$ cat config.mk
export PLATFORM = sky130hd
export DESIGN_NAME = alu_operand_issue_flat
export DESIGN_NICKNAME = d
export VERILOG_FILES = /design/src/rtl/alu_operand_issue_pkg.sv /design/src/rtl/alu_operand_issue_if.sv /design/src/rtl/alu_operand_pack.sv /design/src/rtl/alu_operand_issue.sv /design/src/flat_wrapper.sv
export SDC_FILE = /design/constraint.sdc
export NUM_CORES = 1
export LEC_CHECK = 0
export ABC_CLOCK_PERIOD_IN_PS = 8700
export CAP_MARGIN = 5
export CORE_MARGIN = 2
export CORE_UTILIZATION = 50
export CTS_CLUSTER_SIZE = 40
export DETAILED_ROUTE_END_ITERATION = 8
export PLACE_DENSITY = 0.89
export SLEW_MARGIN = 20
export SYNTH_ARGS = -nofsm -noshare
export SYNTH_HDL_FRONTEND = slang
export SYNTH_SLANG_ARGS = --single-unit
$ cat constraint.sdc
create_clock -name clk -period 8.7 [get_ports clk]
set_input_delay 2.175 -clock clk [delete_from_list [all_inputs] [get_ports clk]]
set_output_delay 2.175 -clock clk [all_outputs]
set_load 0.05 [all_outputs]
$ cat src/rtl/alu_operand_issue_pkg.sv
// Shared CPU types for the ALU operand issue stage: selectors, ALU functions
// and the packed ALU input bundle.
package alu_operand_issue_pkg;

    localparam int XLEN    = 32;
    localparam int SHAMT_W = 5;
    localparam logic [XLEN-1:0] ALU_JAL_INCR = 32'd4;

    typedef enum logic [1:0] {
        ALU_RS1_ZERO = 2'd0,
        ALU_RS1_PC   = 2'd1,
        ALU_RS1_RF   = 2'd2
    } alu_rs1_op_t;

    typedef enum logic [1:0] {
        ALU_RS2_LUI_AUIPC = 2'd0,
        ALU_RS2_ARITH_IMM = 2'd1,
        ALU_RS2_JAL_JALR  = 2'd2,
        ALU_RS2_RF        = 2'd3
    } alu_rs2_op_t;

    typedef enum logic [3:0] {
        ALU_ADD  = 4'd0,
        ALU_SUB  = 4'd1,
        ALU_SLT  = 4'd2,
        ALU_SLTU = 4'd3,
        ALU_XOR  = 4'd4,
        ALU_OR   = 4'd5,
        ALU_AND  = 4'd6,
        ALU_SLL  = 4'd7,
        ALU_SRL  = 4'd8,
        ALU_SRA  = 4'd9
    } alu_fn_t;

    typedef enum logic [1:0] {
        ALU_LOGIC_ADD = 2'd0,
        ALU_LOGIC_XOR = 2'd1,
        ALU_LOGIC_OR  = 2'd2,
        ALU_LOGIC_AND = 2'd3
    } alu_logic_op_t;

    typedef struct packed {
        logic [XLEN:0]        in1;
        logic [XLEN:0]        in2;
        logic                 subtract;
        logic                 arith;
        logic                 lshift;
        logic                 shifter_path;
        logic                 slt_path;
        alu_logic_op_t        logic_op;
        logic [XLEN-1:0]      shifter_in;
        logic [SHAMT_W-1:0]   shift_amount;
    } alu_inputs_t;

endpackage

$ cat src/rtl/alu_operand_issue_if.sv
// Upstream operand request and downstream ALU bundle handshake for the issue stage.
interface alu_operand_issue_if
    import alu_operand_issue_pkg::*;
#(
    parameter int ID_W = 4
) ();
    logic              in_valid;
    logic              in_ready;
    logic [1:0]        in_rs1_op;
    logic [1:0]        in_rs2_op;
    logic [3:0]        in_fn;
    logic [XLEN-1:0]   in_rf_rs1;
    logic [XLEN-1:0]   in_rf_rs2;
    logic [XLEN-1:0]   in_pc;
    logic [XLEN-1:0]   in_imm;
    logic [ID_W-1:0]   in_id;
    logic              out_valid;
    logic              out_ready;
    alu_inputs_t       out_alu;
    logic [ID_W-1:0]   out_id;

    modport master (
        output in_valid, in_rs1_op, in_rs2_op, in_fn, in_rf_rs1, in_rf_rs2,
               in_pc, in_imm, in_id, out_ready,
        input  in_ready, out_valid, out_alu, out_id
    );

    modport slave (
        input  in_valid, in_rs1_op, in_rs2_op, in_fn, in_rf_rs1, in_rf_rs2,
               in_pc, in_imm, in_id, out_ready,
        output in_ready, out_valid, out_alu, out_id
    );
endinterface

$ cat src/rtl/alu_operand_pack.sv
// Combinational mapping of operand selectors, ALU function and data onto the
// packed ALU input bundle.
module alu_operand_pack
    import alu_operand_issue_pkg::*;
(
    input  logic [1:0]      rs1_op,
    input  logic [1:0]      rs2_op,
    input  logic [3:0]      fn,
    input  logic [XLEN-1:0] rf_rs1,
    input  logic [XLEN-1:0] rf_rs2,
    input  logic [XLEN-1:0] pc,
    input  logic [XLEN-1:0] imm,
    output alu_inputs_t     alu
);
    logic [XLEN-1:0] op_a;
    logic [XLEN-1:0] op_b;
    logic            is_slt;

    always_comb begin
        op_a   = '0;
        op_b   = '0;
        is_slt = 1'b0;
        alu    = '0;

        case (rs1_op)
            ALU_RS1_PC: op_a = pc;
            ALU_RS1_RF: op_a = rf_rs1;
            default:    op_a = '0;
        endcase

        case (rs2_op)
            ALU_RS2_LUI_AUIPC, ALU_RS2_ARITH_IMM: op_b = imm;
            ALU_RS2_JAL_JALR:                     op_b = ALU_JAL_INCR;
            default:                              op_b = rf_rs2;
        endcase

        // Only signed compare needs sign extension into the extra bit.
        is_slt       = (fn == ALU_SLT);
        alu.in1      = {is_slt & op_a[XLEN-1], op_a};
        alu.in2      = {is_slt & op_b[XLEN-1], op_b};
        alu.logic_op = ALU_LOGIC_ADD;

        case (fn)
            ALU_SUB:  alu.subtract = 1'b1;
            ALU_SLT, ALU_SLTU: begin
                alu.subtract = 1'b1;
                alu.slt_path = 1'b1;
            end
            ALU_XOR:  alu.logic_op = ALU_LOGIC_XOR;
            ALU_OR:   alu.logic_op = ALU_LOGIC_OR;
            ALU_AND:  alu.logic_op = ALU_LOGIC_AND;
            ALU_SLL: begin
                alu.lshift       = 1'b1;
                alu.shifter_path = 1'b1;
            end
            ALU_SRL:  alu.shifter_path = 1'b1;
            ALU_SRA: begin
                alu.arith        = 1'b1;
                alu.shifter_path = 1'b1;
            end
            default: ;
        endcase

        alu.shifter_in   = op_a;
        alu.shift_amount = op_b[SHAMT_W-1:0];
    end
endmodule

$ cat src/rtl/alu_operand_issue.sv
// ALU operand issue stage: packs operands into a registered bundle, with a
// one-entry skid buffer so in_ready never depends combinationally on out_ready.
module alu_operand_issue
    import alu_operand_issue_pkg::*;
#(
    parameter int ID_W = 4
) (
    input  logic                clk,
    input  logic                rst_n,
    input  logic                flush,
    alu_operand_issue_if.slave  bus
);
    generate
        if (XLEN != 32) begin : g_xlen_check
            $error("alu_operand_issue supports XLEN=32 only");
        end
    endgenerate

    alu_inputs_t     pack_alu;
    alu_inputs_t     main_alu_reg;
    alu_inputs_t     skid_alu_reg;
    logic [ID_W-1:0] main_id_reg;
    logic [ID_W-1:0] skid_id_reg;
    logic            main_valid_reg;
    logic            skid_valid_reg;
    logic            in_ready_reg;
    logic            accept;
    logic            drain;
    logic            load_main_new;
    logic            load_skid;
    logic            move_skid;

    alu_operand_pack u_pack (
        .rs1_op (bus.in_rs1_op),
        .rs2_op (bus.in_rs2_op),
        .fn     (bus.in_fn),
        .rf_rs1 (bus.in_rf_rs1),
        .rf_rs2 (bus.in_rf_rs2),
        .pc     (bus.in_pc),
        .imm    (bus.in_imm),
        .alu    (pack_alu)
    );

    // in_ready_reg mirrors !skid_valid, so an accept always sees an empty skid.
    assign accept        = bus.in_valid & in_ready_reg;
    assign drain         = main_valid_reg & bus.out_ready;
    assign load_main_new = accept & (~main_valid_reg | drain);
    assign load_skid     = accept & main_valid_reg & ~drain;
    assign move_skid     = drain & skid_valid_reg;

    always_ff @(posedge clk or negedge rst_n) begin
        if (!rst_n) begin
            main_valid_reg <= 1'b0;
            skid_valid_reg <= 1'b0;
            in_ready_reg   <= 1'b1;
            main_alu_reg   <= '0;
            main_id_reg    <= '0;
        end else if (flush) begin
            main_valid_reg <= 1'b0;
            skid_valid_reg <= 1'b0;
            in_ready_reg   <= 1'b1;
        end else begin
            if (move_skid) begin
                main_alu_reg   <= skid_alu_reg;
                main_id_reg    <= skid_id_reg;
                main_valid_reg <= 1'b1;
                skid_valid_reg <= 1'b0;
                in_ready_reg   <= 1'b1;
            end else if (load_main_new) begin
                main_alu_reg   <= pack_alu;
                main_id_reg    <= bus.in_id;
                main_valid_reg <= 1'b1;
            end else if (drain) begin
                main_valid_reg <= 1'b0;
            end
            if (load_skid) begin
                skid_valid_reg <= 1'b1;
                in_ready_reg   <= 1'b0;
            end
        end
    end

    always_ff @(posedge clk) begin
        if (load_skid) begin
            skid_alu_reg <= pack_alu;
            skid_id_reg  <= bus.in_id;
        end
    end

    assign bus.in_ready  = in_ready_reg;
    assign bus.out_valid = main_valid_reg;
    assign bus.out_alu   = main_alu_reg;
    assign bus.out_id    = main_id_reg;
endmodule

$ cat src/flat_wrapper.sv
// flat-port wrapper written by rule: the top's interface ports become plain ports
module alu_operand_issue_flat import alu_operand_issue_pkg::*;
#(
    parameter int ID_W = 4
)
  (clk, rst_n, flush, bus_in_valid, bus_in_rs1_op, bus_in_rs2_op, bus_in_fn, bus_in_rf_rs1, bus_in_rf_rs2, bus_in_pc, bus_in_imm, bus_in_id, bus_out_ready, bus_in_ready, bus_out_valid, bus_out_alu, bus_out_id);
  alu_operand_issue_if #(.ID_W(ID_W)) bus_i ();
  input  logic clk;
  input  logic rst_n;
  input  logic flush;
  input wire logic [$bits(bus_i.in_valid)-1:0] bus_in_valid;
  input wire logic [$bits(bus_i.in_rs1_op)-1:0] bus_in_rs1_op;
  input wire logic [$bits(bus_i.in_rs2_op)-1:0] bus_in_rs2_op;
  input wire logic [$bits(bus_i.in_fn)-1:0] bus_in_fn;
  input wire logic [$bits(bus_i.in_rf_rs1)-1:0] bus_in_rf_rs1;
  input wire logic [$bits(bus_i.in_rf_rs2)-1:0] bus_in_rf_rs2;
  input wire logic [$bits(bus_i.in_pc)-1:0] bus_in_pc;
  input wire logic [$bits(bus_i.in_imm)-1:0] bus_in_imm;
  input wire logic [$bits(bus_i.in_id)-1:0] bus_in_id;
  input wire logic [$bits(bus_i.out_ready)-1:0] bus_out_ready;
  output wire logic [$bits(bus_i.in_ready)-1:0] bus_in_ready;
  output wire logic [$bits(bus_i.out_valid)-1:0] bus_out_valid;
  output wire logic [$bits(bus_i.out_alu)-1:0] bus_out_alu;
  output wire logic [$bits(bus_i.out_id)-1:0] bus_out_id;
  assign bus_i.in_valid = bus_in_valid;
  assign bus_i.in_rs1_op = bus_in_rs1_op;
  assign bus_i.in_rs2_op = bus_in_rs2_op;
  assign bus_i.in_fn = bus_in_fn;
  assign bus_i.in_rf_rs1 = bus_in_rf_rs1;
  assign bus_i.in_rf_rs2 = bus_in_rf_rs2;
  assign bus_i.in_pc = bus_in_pc;
  assign bus_i.in_imm = bus_in_imm;
  assign bus_i.in_id = bus_in_id;
  assign bus_i.out_ready = bus_out_ready;
  assign bus_in_ready = bus_i.in_ready;
  assign bus_out_valid = bus_i.out_valid;
  assign bus_out_alu = bus_i.out_alu;
  assign bus_out_id = bus_i.out_id;
  alu_operand_issue #(.ID_W(ID_W)) u_core (.clk(clk), .rst_n(rst_n), .flush(flush), .bus(bus_i));
endmodule
# Word-level counts from Yosys, hierarchy flattened
# Index checks and enable logic that the tools add are counted.
word_totals:
  regBits: 231
  wordCells: 81
classes:
  n_eq_ne: 13
  mux: 22
  bitwise: 12
  n_reduce_logical: 9
op_table:
  columns: ["cell", "n"]
  rows:
  - ["$mux 110", 2]
  - ["$pmux 32 s2", 2]
  - ["$eq 4x3->1 const B", 4]
  - ["$mux 1", 15]
  - ["$and 1x1->1", 8]
  - ["$eq 4x2->1 const B", 2]
  - ["$eq 4x4->1 const B", 2]
  - ["$mux 4", 2]
  - ["$pmux 2 s3", 1]
  - ["$reduce_or 3->1", 2]
  - ["$eq 2x1->1 const B", 2]
  - ["$eq 2x2->1 const B", 2]
  - ["$eq 4x1->1 const B", 1]
  - ["$reduce_bool 4->1", 1]
  - ["$reduce_or 2->1", 2]
  - ["$not 1->1", 3]
  - ["$reduce_bool 3->1", 1]
  - ["$logic_not 2->1", 1]
  - ["$reduce_and 2->1", 1]
  - ["$reduce_bool 2->1", 1]
  - ["$or 1x1->1", 1]

# Depth between registers and ports, before layout
# Gate-level depths: netlist of the first run.
logic_depth:
  depth_word: 6
  ltp_mapped: 6
  ltp_nobuf: 5

# By module
# A second synthesis of the first run with hierarchy kept.
unflattened:
  cells_unflattened: 669
  hier_area_um2: 10287.4
modules_own_cells:
  columns: ["mod", "instances", "cells_each", "area_per_inst_um2", "seq_area_each_um2"]
  rows:
  - ["alu_operand_issue", 1, 495, 9128.8, 6352.3]
  - ["alu_operand_pack", 1, 174, 1158.6, 0.0]

# Worst setup path before layout of the first run
# Ideal clock, no wire load.
synth_timing:
  path_kind: "input-to-reg"
  startpoint: "input bus_out_ready"
  endpoint: "register u_core.in_ready_reg, in the netlist u_core.bus.in_ready"
  setup_time_ns: 0.173
  arrival_time_ns: 4.800
  path_slack_ns: 3.727
  cell_stages: 4
  n_path_buf: 2
  cell_sequence: "clkbuf_1 > clkbuf_1 > and4b_1 > o21ai_0"
synth_between:
  elab_chain_cells: 5
  elab_cells_between_ends: 7
  cone_classes: "mux: 2; bitwise: 4; reduce/logical: 1"
synth_lines:
  columns: ["item", "line_no", "rtl"]
  rows:
  - ["from (decl)", "flat_wrapper.sv:20", "input wire logic [$bits(bus_i.out_ready)-1:0] bus_out_ready;"]
  - ["$and 1x1->1 *", "alu_operand_issue.sv:46", "assign drain = main_valid_reg & bus.out_ready;"]
  - ["$not 1->1 *", "alu_operand_issue.sv:48", "assign load_skid = accept & main_valid_reg & ~drain;"]
  - ["$and 1x1->1 *", "alu_operand_issue.sv:48", null]
  - ["net u_core.load_skid", "alu_operand_issue.sv:30", "logic load_skid;"]
  - ["$mux 1", "alu_operand_issue.sv:76", "if (load_skid) begin"]
  - ["$mux 1", "alu_operand_issue.sv:58", "end else if (flush) begin"]
  - ["to (signal assigned)", "alu_operand_issue.sv:55", "in_ready_reg <= 1'b1;"]
  - ["to (signal assigned)", "alu_operand_issue.sv:61", "in_ready_reg <= 1'b1;"]
  - ["to (signal assigned)", "alu_operand_issue.sv:78", "in_ready_reg <= 1'b0;"]
  - ["to (decl)", "alu_operand_issue.sv:26", "logic in_ready_reg;"]
# The timed path passes the listed nets; every way through them passes the cells marked *.
# A chain may end at the register's enable or synchronous reset.

# Final worst setup path of the first run
layout_timing:
  startpoint: "input bus_out_ready"
  endpoint: "register u_core.main_alu_reg (netlist bit u_core.bus.out_alu[65])"
layout_between:
  elab_chain_cells: 5
  elab_cells_between_ends: 7
  cone_classes: "mux: 1; bitwise: 4; reduce/logical: 2"
layout_lines:
  columns: ["item", "line_no", "rtl"]
  rows:
  - ["$and 1x1->1 *", "alu_operand_issue.sv:46", null]
  - ["$or 1x1->1", "alu_operand_issue.sv:47", "assign load_main_new = accept & (~main_valid_reg | drain);"]
  - ["$and 1x1->1", "alu_operand_issue.sv:47", null]
  - ["$reduce_bool 2->1 (no line)", null, null]
  - ["$reduce_and 2->1 (no line)", null, null]
  - ["to (signal assigned)", "alu_operand_issue.sv:64", "main_alu_reg <= skid_alu_reg;"]
  - ["to (signal assigned)", "alu_operand_issue.sv:70", "main_alu_reg <= pack_alu;"]
  - ["to (decl)", "alu_operand_issue.sv:20", "alu_inputs_t main_alu_reg;"]
# Mark *: on every way between the ends. The rest lies on a longest branch, timed or not.

==> results of run 1 <==
stage by stage:
| stage | hold WS, ns | utilization (%) | instances | worst slack [ns] |
|---|---|---|---|---|
| finish | 0.504 | 71.0 | 1108 | 4.55 |
| floorplan | 0.505 | - | 697 | 3.73 |
| detailed placement | 0.498 | 67.4 | 1076 | 3.90 |
| CTS | 0.509 | 71.0 | 1108 | 4.34 |
| global placement | 0.490 | 67.4 | 1076 | 4.07 |
| global route | 0.528 | 71.0 | 1108 | 4.45 |
cell type report:
class | count | share of cell area, %
sequential | 157 | 39.7
clock buffer | 20 | 4.01
inverter | 6 | 0.207
timing repair buffer | 273 | 24.8
tap | 211 | 2.43
multi-input combinational | 429 | 27.8
clock inverter | 12 | 1.10
synthesized netlist by cell type, types with 3 or more instances:
| cell type | number |
|---|---|
| sky130_fd_sc_hd__edfxtp_1 | 77 |
| sky130_fd_sc_hd__and4b_1 | 32 |
| sky130_fd_sc_hd__buf_4 | 37 |
| sky130_fd_sc_hd__nand2_1 | 46 |
| sky130_fd_sc_hd__a2111oi_0 | 35 |
| sky130_fd_sc_hd__a22oi_1 | 33 |
| sky130_fd_sc_hd__or3_1 | 33 |
| sky130_fd_sc_hd__nand3_1 | 31 |
| sky130_fd_sc_hd__nor2_1 | 38 |
| sky130_fd_sc_hd__a2bb2oi_1 | 35 |
| sky130_fd_sc_hd__dfrtp_1 | 79 |
| sky130_fd_sc_hd__o21ai_0 | 3 |
| sky130_fd_sc_hd__inv_1 | 6 |
| sky130_fd_sc_hd__a31oi_1 | 45 |
| sky130_fd_sc_hd__clkbuf_1 | 56 |
| sky130_fd_sc_hd__buf_2 | 8 |
| sky130_fd_sc_hd__nand4_1 | 3 |
| sky130_fd_sc_hd__nand2b_1 | 32 |
| sky130_fd_sc_hd__buf_1 | 3 |
| sky130_fd_sc_hd__mux2_2 | 35 |
path summary, 6_finish.rpt:
kind,startpoint,endpoint,slack (ns),depth (start not counted)
setup / recovery,bus_out_ready,u_core.bus.out_alu[65],4.55,5
hold / removal,u_core.bus.out_alu[69],u_core.bus.out_alu[69],0.50,1
setup reg to reg,u_core.skid_valid_reg,u_core.bus.out_alu[65],6.11,4
hold reg to reg,u_core.bus.out_alu[69],u_core.bus.out_alu[69],0.50,1
max in group asynchronous,rst_n,u_core.bus.out_alu[13],5.96,2
min in group asynchronous,rst_n,u_core.bus.out_alu[54],1.68,1
power breakdown:
part / internal (uW) / switching (uW)
registers: 861 / 57.5
logic: 316 / 539
clock network: 419 / 291
logic make-up after synthesis:
group	share of synthesized area [%]
AO/OA/AOI/OAI	15.4
AND/OR/NAND/NOR	17.3
buffers and inverters	7.19
adder cells (fa/ha/maj)	0.318
multiplexers	5.00
XOR/XNOR	0.111
flip-flops	54.8
per-layer routing:
metal | vias to the layer above | part of all wire, %
li1 | 3008 | -
met1 | 3285 | 41
met2 | 294 | 50
met3 | 57 | 5.6
met4 | 0 | 4.1
met5 | - | 0
==> flow_metrics.env, run 1 <==
export IMPL_outcome="finished, final reports clean"
export IMPL_global_route_peak_usage_layer="met2"
export IMPL_antenna_found_initial=0
export IMPL_power_leakage_uw=0.00420
export IMPL_drtAntennaViolNets=0
export IMPL_cts_inserted_buffers=17
export IMPL_placedInstanceArea_um2=10300
export IMPL_worst_slew_pin_transition_ns=1.03
export IMPL_timing_critical_path_from_type="input port"
export IMPL_p_total_uw=2480
export IMPL_worst_path_largest_cell_delay_ns=0.81
export IMPL_place_gp_congestion=0.807
export IMPL_global_route_usage_met1_pct=33.8
export IMPL_irDropWorstVdd_uv=167
export IMPL_first_global_vias=6640
export IMPL_async_flop_share_pct=51.0
export IMPL_worstPathMaxFanout=41
export IMPL_leading_register_cell_type_out_of_synthesis="sky130_fd_sc_hd__dfrtp_1"
export IMPL_synthesis_area_per_instance_um2=11.3
export IMPL_fp_row_count=45
export IMPL_max_cap_viol_count=0
export IMPL_global_route_usage_met3_pct=4.54
export IMPL_via_total_after_detailed_routing=6644
export IMPL_grt_util_met2_pct=42.3
export IMPL_cts_root_buf="sky130_fd_sc_hd__clkbuf_16"
export IMPL_design_portCount=261
export IMPL_port_buffers=260
export IMPL_stdcell_area_um2=10900
export IMPL_htreeDepth=4
export IMPL_die_width_um=130
export IMPL_yosys_warnings=0
export IMPL_ys_ff_latch=157
export IMPL_synth_area_leader_cell="sky130_fd_sc_hd__edfxtp_1"
export IMPL_final_setup_skew_ns=0.0101
export IMPL_synth_edf_count=77
export IMPL_max_clock_freq_mhz=241
export IMPL_yosys_area_top_type_share_pct=29.3
export IMPL_routedWlPerCell_um=19.8
export IMPL_p_per_area_nw_per_um2=228
export IMPL_crit_family="buffers and inverters"
export IMPL_initial_core_util_pct=51.5
export IMPL_cts_max_path_buffers=2
export IMPL_min_period_over_period_pct=47.7
export IMPL_fp_dieArea_um2=16800
export IMPL_crit_path_top_delay_cell="sky130_fd_sc_hd__nand3_2"
export IMPL_detailedRoute_firstIterationViolations=652
export IMPL_crit_path_end_kind="flop"
export IMPL_die_outline_height_um=130
export IMPL_syn_to_final_growth_pct=38.0
export IMPL_synth_top_cells_by_area="sky130_fd_sc_hd__edfxtp_1, sky130_fd_sc_hd__dfrtp_1, sky130_fd_sc_hd__mux2_2"
export IMPL_hold_class="flop to flop"
export IMPL_fillCellCount=1106
export IMPL_post_cts_setup_buffer_count=0
export IMPL_worstPathArrival_ns=4.51
export IMPL_finalSetupTns_ns=0
export IMPL_ys_seq_area_share_pct=54.8
export IMPL_cts_hold_repair_buffers=0
export IMPL_antennaDiodeCount=0
export IMPL_clock_transition_time_at_the_flip_flop_clock_pins_of_the_worst_setup_and_hold_paths_ns=0.06
export IMPL_final_hold_viol_count=0
export IMPL_grtUsageTotal_pct=26.0
export IMPL_post_cts_resize_count=0
export IMPL_drt_pass1_iterations=5
export IMPL_vias_per_cell=6.00
export IMPL_overflow=0
export IMPL_multi_input_gate_area_in_the_final_layout_um2=3030
export IMPL_clock_tree_from_tritoncts="yes"
export IMPL_share_of_final_layout_standard_cells_stronger_than_drive_strength_1_pct=10.3
export IMPL_design_final_nets=1031
export IMPL_critical_path_cell_chain="clkdlybuf4s50_1, buf_4, nand3_2, a31oi_1, mux2_2"
export IMPL_postSynthNetCount=844
export IMPL_grt_max_degree=82
export IMPL_setup_repair_after_global_routing_missed_its_margin="no"
export IMPL_slew_headroom_pct=31.6
export IMPL_synth_cell_area_um2=7880
export IMPL_clkSinkCount=157
export IMPL_finalMaxSlewViolations=0
export IMPL_postSynthCellCount=697
export IMPL_clk_insertion_delay_late_ns=0.43
export IMPL_most_common_layout_cells="sky130_fd_sc_hd__clkdlybuf4s50_1, sky130_fd_sc_hd__dfrtp_1, sky130_fd_sc_hd__edfxtp_1, sky130_fd_sc_hd__nand2_1, sky130_fd_sc_hd__a31oi_1"
export IMPL_worstPathBufferInverterCount=2
export IMPL_critPathRequiredTime_ns=9.06
export IMPL_floorplan_core_area_um2=15300
export IMPL_grt_pass1_wl_um=34100
export IMPL_synth_cell_types=43
export IMPL_sequential_cell_area_um2=4320
export IMPL_wl_um=21900
export IMPL_place_detailed_hpwl_um=13800
export IMPL_setup_viol=0
export IMPL_drc=0
export IMPL_layout_cells_most_common="sky130_fd_sc_hd__clkdlybuf4s50_1"
export IMPL_worst_setup_path_type="input port to flop"
export IMPL_post_route_min_period_ns=4.15
No activity file was read; power rests on OpenSTA's default activity.
==> run 2, diff against run 1 <==
--- a/config.mk
+++ b/config.mk
@@ -5,13 +5,13 @@
 export SDC_FILE = /design/constraint.sdc
 export NUM_CORES = 1
 export LEC_CHECK = 0
-export ABC_CLOCK_PERIOD_IN_PS = 8700
+export ABC_CLOCK_PERIOD_IN_PS = 4100
 export CAP_MARGIN = 5
 export CORE_MARGIN = 2
-export CORE_UTILIZATION = 50
+export CORE_UTILIZATION = 47
 export CTS_CLUSTER_SIZE = 40
 export DETAILED_ROUTE_END_ITERATION = 8
-export PLACE_DENSITY = 0.89
+export PLACE_DENSITY = 0.85
 export SLEW_MARGIN = 20
 export SYNTH_ARGS = -nofsm -noshare
 export SYNTH_HDL_FRONTEND = slang
==> constraint.sdc (replaced) <==
create_clock -name clk -period 4.1 [get_ports clk]
set_input_delay 1.025 -clock clk [delete_from_list [all_inputs] [get_ports clk]]
set_output_delay 1.025 -clock clk [all_outputs]
set_load 0.05 [all_outputs]
==> flow_metrics.env, run 2 (synthesis results as in run 1) <==
export IMPL_cts_max_path_buffers=2
export IMPL_cts_inserted_buffers=17
export IMPL_max_cap_viol_count=0
export IMPL_clock_tree_from_tritoncts="yes"
export IMPL_worst_path_largest_cell_delay_ns=0.89
export IMPL_dp_slack_ns=0.968
export IMPL_finalSetupTns_ns=0
export IMPL_timing_critical_path_from_type="flop"
export IMPL_die_width_um=133
export IMPL_via_total_after_detailed_routing=6550
export IMPL_design_final_nets=1037
export IMPL_power_leakage_uw=0.00428
export IMPL_sequential_cell_area_um2=4320
export IMPL_antennaDiodeCount=0
export IMPL_drt_pass1_iterations=5
export IMPL_clk_insertion_delay_late_ns=0.43
export IMPL_post_route_min_period_ns=2.97
export IMPL_crit_path_top_delay_cell="sky130_fd_sc_hd__clkdlybuf4s50_1"
export IMPL_vias_per_cell=5.83
export IMPL_share_of_final_layout_standard_cells_stronger_than_drive_strength_1_pct=11.0
export IMPL_setup_viol=0
export IMPL_slew_headroom_pct=37.8
export IMPL_port_buffers=260
export IMPL_worstPathBufferInverterCount=1
export IMPL_grt_pass1_wl_um=35400
export IMPL_htreeDepth=4
export IMPL_drc=0
export IMPL_cts_root_buf="sky130_fd_sc_hd__clkbuf_16"
export IMPL_drtAntennaViolNets=0
export IMPL_floorplan_core_area_um2=16500
export IMPL_cts_hold_repair_buffers=0
export IMPL_critical_path_cell_chain="clkdlybuf4s50_1"
export IMPL_p_per_area_nw_per_um2=497
export IMPL_die_outline_height_um=133
export IMPL_place_detailed_hpwl_um=14300
export IMPL_critical_path_reg2reg_endpoint="u_core.bus.out_alu[34]"
export IMPL_wl_um=22300
export IMPL_final_hold_viol_count=0
export IMPL_worstPathMaxFanout=14
export IMPL_design_portCount=261
export IMPL_worst_r2r_path_depth=5
export IMPL_clkSinkCount=157
export IMPL_timing_hold_worst_path_depth=1
export IMPL_hold_class="flop to flop"
export IMPL_routedWlPerCell_um=19.9
export IMPL_fp_dieArea_um2=17800
export IMPL_layout_cells_most_common="sky130_fd_sc_hd__clkdlybuf4s50_1"
export IMPL_grt_max_degree=75
export IMPL_clock_transition_time_at_the_flip_flop_clock_pins_of_the_worst_setup_and_hold_paths_ns=0.06
export IMPL_fp_row_count=47
export IMPL_grtUsageTotal_pct=25.1
export IMPL_most_common_layout_cells="sky130_fd_sc_hd__clkdlybuf4s50_1, sky130_fd_sc_hd__dfrtp_1, sky130_fd_sc_hd__edfxtp_1, sky130_fd_sc_hd__nand2_1, sky130_fd_sc_hd__a31oi_1"
export IMPL_detailedRoute_firstIterationViolations=639
export IMPL_crit_path_end_kind="output pin"
export IMPL_r2r_start="u_core.bus.out_valid"
export IMPL_worst_setup_path_type="flop to output pin"
export IMPL_max_clock_freq_mhz=337
export IMPL_setup_repair_after_global_routing_missed_its_margin="no"
export IMPL_min_period_over_period_pct=72.3
export IMPL_overflow=0
export IMPL_crit_family="buffers and inverters"
export IMPL_place_gp_congestion=0.842
export IMPL_initial_core_util_pct=47.9
export IMPL_worstHoldStart="u_core.bus.out_alu[41]"
export IMPL_first_global_vias=6731
export IMPL_worst_slew_pin_transition_ns=0.933
export IMPL_worstPathArrival_ns=1.94
export IMPL_antenna_found_initial=0
export IMPL_post_cts_resize_count=0
export IMPL_final_setup_skew_ns=0.0158
export IMPL_irDropWorstVdd_uv=413
export IMPL_outcome="finished, final reports clean"
export IMPL_min_setup_slack_post_route_ns=1.13
export IMPL_multi_input_gate_area_in_the_final_layout_um2=3020
export IMPL_critPathRequiredTime_ns=3.07
export IMPL_syn_to_final_growth_pct=40.0
export IMPL_fillCellCount=1211
export IMPL_finalMaxSlewViolations=0
export IMPL_reg2reg_slack_ns=1.37
export IMPL_hold_path_end="u_core.bus.out_alu[41]"
export IMPL_post_cts_setup_buffer_count=0
## run 2: layout make-up
class                   instances  share of cell area [%]
clock inverters                12                    1.68
inverters                       6                   0.204
flip-flops and latches        157                    39.1
well taps                     220                    2.49
clock buffers                  20                    4.23
multi-input cells             429                    27.3
repair buffers                279                    25.0
## run 2: metrics by stage
| stage | instances | utilization [%] | area [um^2] | hold WS, ns | power (uW) |
|---|---|---|---|---|---|
| 6_report | 1123 | 67.0 | 11000 | 0.504 | 5480 |
| 4_1_cts | 1123 | 67.0 | 11000 | 0.509 | 5520 |
| 3_3_place_gp | 1091 | 63.0 | 10400 | 0.490 | 3770 |
| 5_1_grt | 1123 | 67.0 | 11000 | 0.525 | 5670 |
| 3_5_place_dp | 1091 | 63.0 | 10400 | 0.495 | 3800 |
| 2_1_floorplan | 697 | - | 7880 | 0.505 | 3170 |
## run 2: where the power goes
group          total, uW  internal (uW)  switching, uW
logic               1830            674           1150
clock network       1710           1070            638
registers           1950           1830            122
## run 2: routing by layer
layer  track usage, %  routed length [um]
met1             32.4                9110
met2             42.0               11200
met3             5.40                1500
met4             9.22                 458
met5                0                   0
## run 2: worst max-delay path by stage
stage / cells after the start / from / slack [ns] / end
2_1_floorplan: 4 / bus_out_ready / 0.28 / u_core.bus.in_ready
3_3_place_gp: 5 / bus_out_ready / 1.02 / u_core.bus.out_alu[23]
3_5_place_dp: 6 / bus_in_rs1_op[0] / 0.97 / u_core.bus.out_alu[21]
4_1_cts: 1 / u_core.bus.out_valid / 1.14 / bus_out_valid
5_1_grt: 1 / u_core.bus.out_valid / 1.10 / bus_out_valid
6_report: 1 / u_core.bus.out_valid / 1.13 / bus_out_valid
==> run 3, diff against run 2 <==
--- a/config.mk
+++ b/config.mk
@@ -5,13 +5,13 @@
 export SDC_FILE = /design/constraint.sdc
 export NUM_CORES = 1
 export LEC_CHECK = 0
-export ABC_CLOCK_PERIOD_IN_PS = 4100
+export ABC_CLOCK_PERIOD_IN_PS = 2460
 export CAP_MARGIN = 5
 export CORE_MARGIN = 2
-export CORE_UTILIZATION = 47
+export CORE_UTILIZATION = 42
 export CTS_CLUSTER_SIZE = 40
 export DETAILED_ROUTE_END_ITERATION = 8
-export PLACE_DENSITY = 0.85
+export PLACE_DENSITY = 0.8
 export SLEW_MARGIN = 20
 export SYNTH_ARGS = -nofsm -noshare
 export SYNTH_HDL_FRONTEND = slang
==> constraint.sdc (replaced) <==
create_clock -name clk -period 2.46 [get_ports clk]
set_input_delay 0.615 -clock clk [delete_from_list [all_inputs] [get_ports clk]]
set_output_delay 0.615 -clock clk [all_outputs]
set_load 0.05 [all_outputs]
==> flow_metrics.env, run 3 (synthesis results as in run 1) <==
export IMPL_outcome="finished, final reports clean"
export IMPL_irDropWorstVdd_uv=551
export IMPL_vias_per_cell=5.73
export IMPL_via_total_after_detailed_routing=6622
export IMPL_finish_utilization_pct=60.8
export IMPL_place_gp_congestion=0.804
export IMPL_cts_root_buf="sky130_fd_sc_hd__clkbuf_16"
export IMPL_p_total_uw=9100
export IMPL_min_setup_slack_post_route_ns=0.116
export IMPL_power_leakage_uw=0.00440
export IMPL_clkSinkCount=157
export IMPL_grtUsageTotal_pct=22.6
export IMPL_clock_tree_from_tritoncts="yes"
export IMPL_crit_path_top_delay_cell="sky130_fd_sc_hd__clkdlybuf4s50_1"
export IMPL_design_portCount=261
export IMPL_antenna_found_initial=0
export IMPL_fillCellCount=1500
export IMPL_dp_slack_ns=-0.00350
export IMPL_grt_max_degree=81
export IMPL_worstPathMaxFanout=3
export IMPL_post_placement_cell_count=1123
export IMPL_syn_to_final_growth_pct=43.5
export IMPL_finalMaxSlewViolations=0
export IMPL_drc=0
export IMPL_post_cts_setup_buffer_count=0
export IMPL_most_common_layout_cells="sky130_fd_sc_hd__clkdlybuf4s50_1, sky130_fd_sc_hd__dfrtp_1, sky130_fd_sc_hd__edfxtp_1, sky130_fd_sc_hd__nand2_1, sky130_fd_sc_hd__a31oi_1"
export IMPL_critical_path_cell_chain="clkdlybuf4s50_1"
export IMPL_post_cts_resize_count=1
export IMPL_max_clock_freq_mhz=427
export IMPL_worstPathBufferInverterCount=1
export IMPL_min_period_over_period_pct=95.3
export IMPL_fp_dieArea_um2=19900
export IMPL_routedWlPerCell_um=19.3
export IMPL_crit_path_end_kind="output pin"
export IMPL_worst_slew_pin_transition_ns=0.585
export IMPL_detailedRoute_firstIterationViolations=416
export IMPL_floorplan_core_area_um2=18600
export IMPL_place_detailed_hpwl_um=15200
export IMPL_multi_input_gate_area_in_the_final_layout_um2=3020
export IMPL_final_setup_skew_ns=0.00563
export IMPL_drtAntennaViolNets=0
export IMPL_htreeDepth=4
export IMPL_worst_setup_path_type="flop to output pin"
export IMPL_fp_row_count=50
export IMPL_worstPathArrival_ns=1.73
export IMPL_post_route_min_period_ns=2.34
export IMPL_max_cap_viol_count=0
export IMPL_setup_repair_after_global_routing_missed_its_margin="no"
export IMPL_antennaDiodeCount=0
export IMPL_worst_path_largest_cell_delay_ns=0.84
export IMPL_timing_critical_path_from_type="flop"
export IMPL_final_hold_viol_count=0
export IMPL_layout_cells_most_common="sky130_fd_sc_hd__clkdlybuf4s50_1"
export IMPL_cts_max_path_buffers=2
export IMPL_p_per_area_nw_per_um2=805
export IMPL_cts_inserted_buffers=17
export IMPL_hold_class="input port to asynchronous set/reset pin"
export IMPL_cts_hold_repair_buffers=0
export IMPL_overflow=0
export IMPL_die_outline_height_um=141
export IMPL_wl_um=22300
export IMPL_clock_transition_time_at_the_flip_flop_clock_pins_of_the_worst_setup_and_hold_paths_ns=0.06
export IMPL_grt_pass1_wl_um=35300
export IMPL_critPathRequiredTime_ns=1.85
export IMPL_setup_viol=0
export IMPL_drt_pass1_iterations=5
export IMPL_first_global_vias=6616
export IMPL_clk_insertion_delay_late_ns=0.42
export IMPL_stdcell_count=1155
export IMPL_design_final_nets=1055
export IMPL_crit_family="buffers and inverters"
export IMPL_sequential_cell_area_um2=4320
export IMPL_slew_headroom_pct=60.0
export IMPL_initial_core_util_pct=42.4
export IMPL_die_width_um=141
export IMPL_share_of_final_layout_standard_cells_stronger_than_drive_strength_1_pct=12.7
export IMPL_port_buffers=260
[run 3: worst paths after layout]
path	slack (ns)	from	cells past startpoint	to
setup / recovery	0.12	u_core.bus.out_alu[33]	1	bus_out_alu[33]
hold / removal	0.22	rst_n	2	u_core.bus.out_alu[0]
setup reg to reg	0.46	u_core.bus.out_valid	5	u_core.bus.out_alu[7]
hold reg to reg	0.51	u_core.bus.out_alu[63]	1	u_core.bus.out_alu[63]
max in group asynchronous	1.83	rst_n	2	u_core.bus.in_ready
min in group clk	0.51	u_core.bus.out_alu[63]	1	u_core.bus.out_alu[63]
[run 3: final cells by class]
| cell class | count | area share (%) |
|---|---|---|
| multi-input cells | 429 | 26.7 |
| clock inverters | 9 | 1.17 |
| inverters | 6 | 0.199 |
| clock buffers | 23 | 4.32 |
| well taps | 234 | 2.59 |
| repair buffers | 297 | 26.8 |
| flip-flops and latches | 157 | 38.2 |
[run 3: power breakdown]
group	internal [uW]	switching [uW]
Clock	1710	1040
Combinational	1170	1920
Sequential	3050	213
[run 3: per-stage QoR]
stage	setup TNS (ns)	hold slack (ns)	instance area (um^2)
CTS	0	0.242	11300
global placement	0	0.490	10700
global route	0	0.261	11300
finish	0	0.224	11300
detailed placement	-0.00350	0.497	10700
floorplan	0	0.319	7880
[run 3: layer usage]
metal / global-route usage [%] / share of wire, %
met3: 5.43 / 7.0
met1: 28.5 / 40
met5: 0 / 0
met2: 38.4 / 51
met4: 7.47 / 2.0
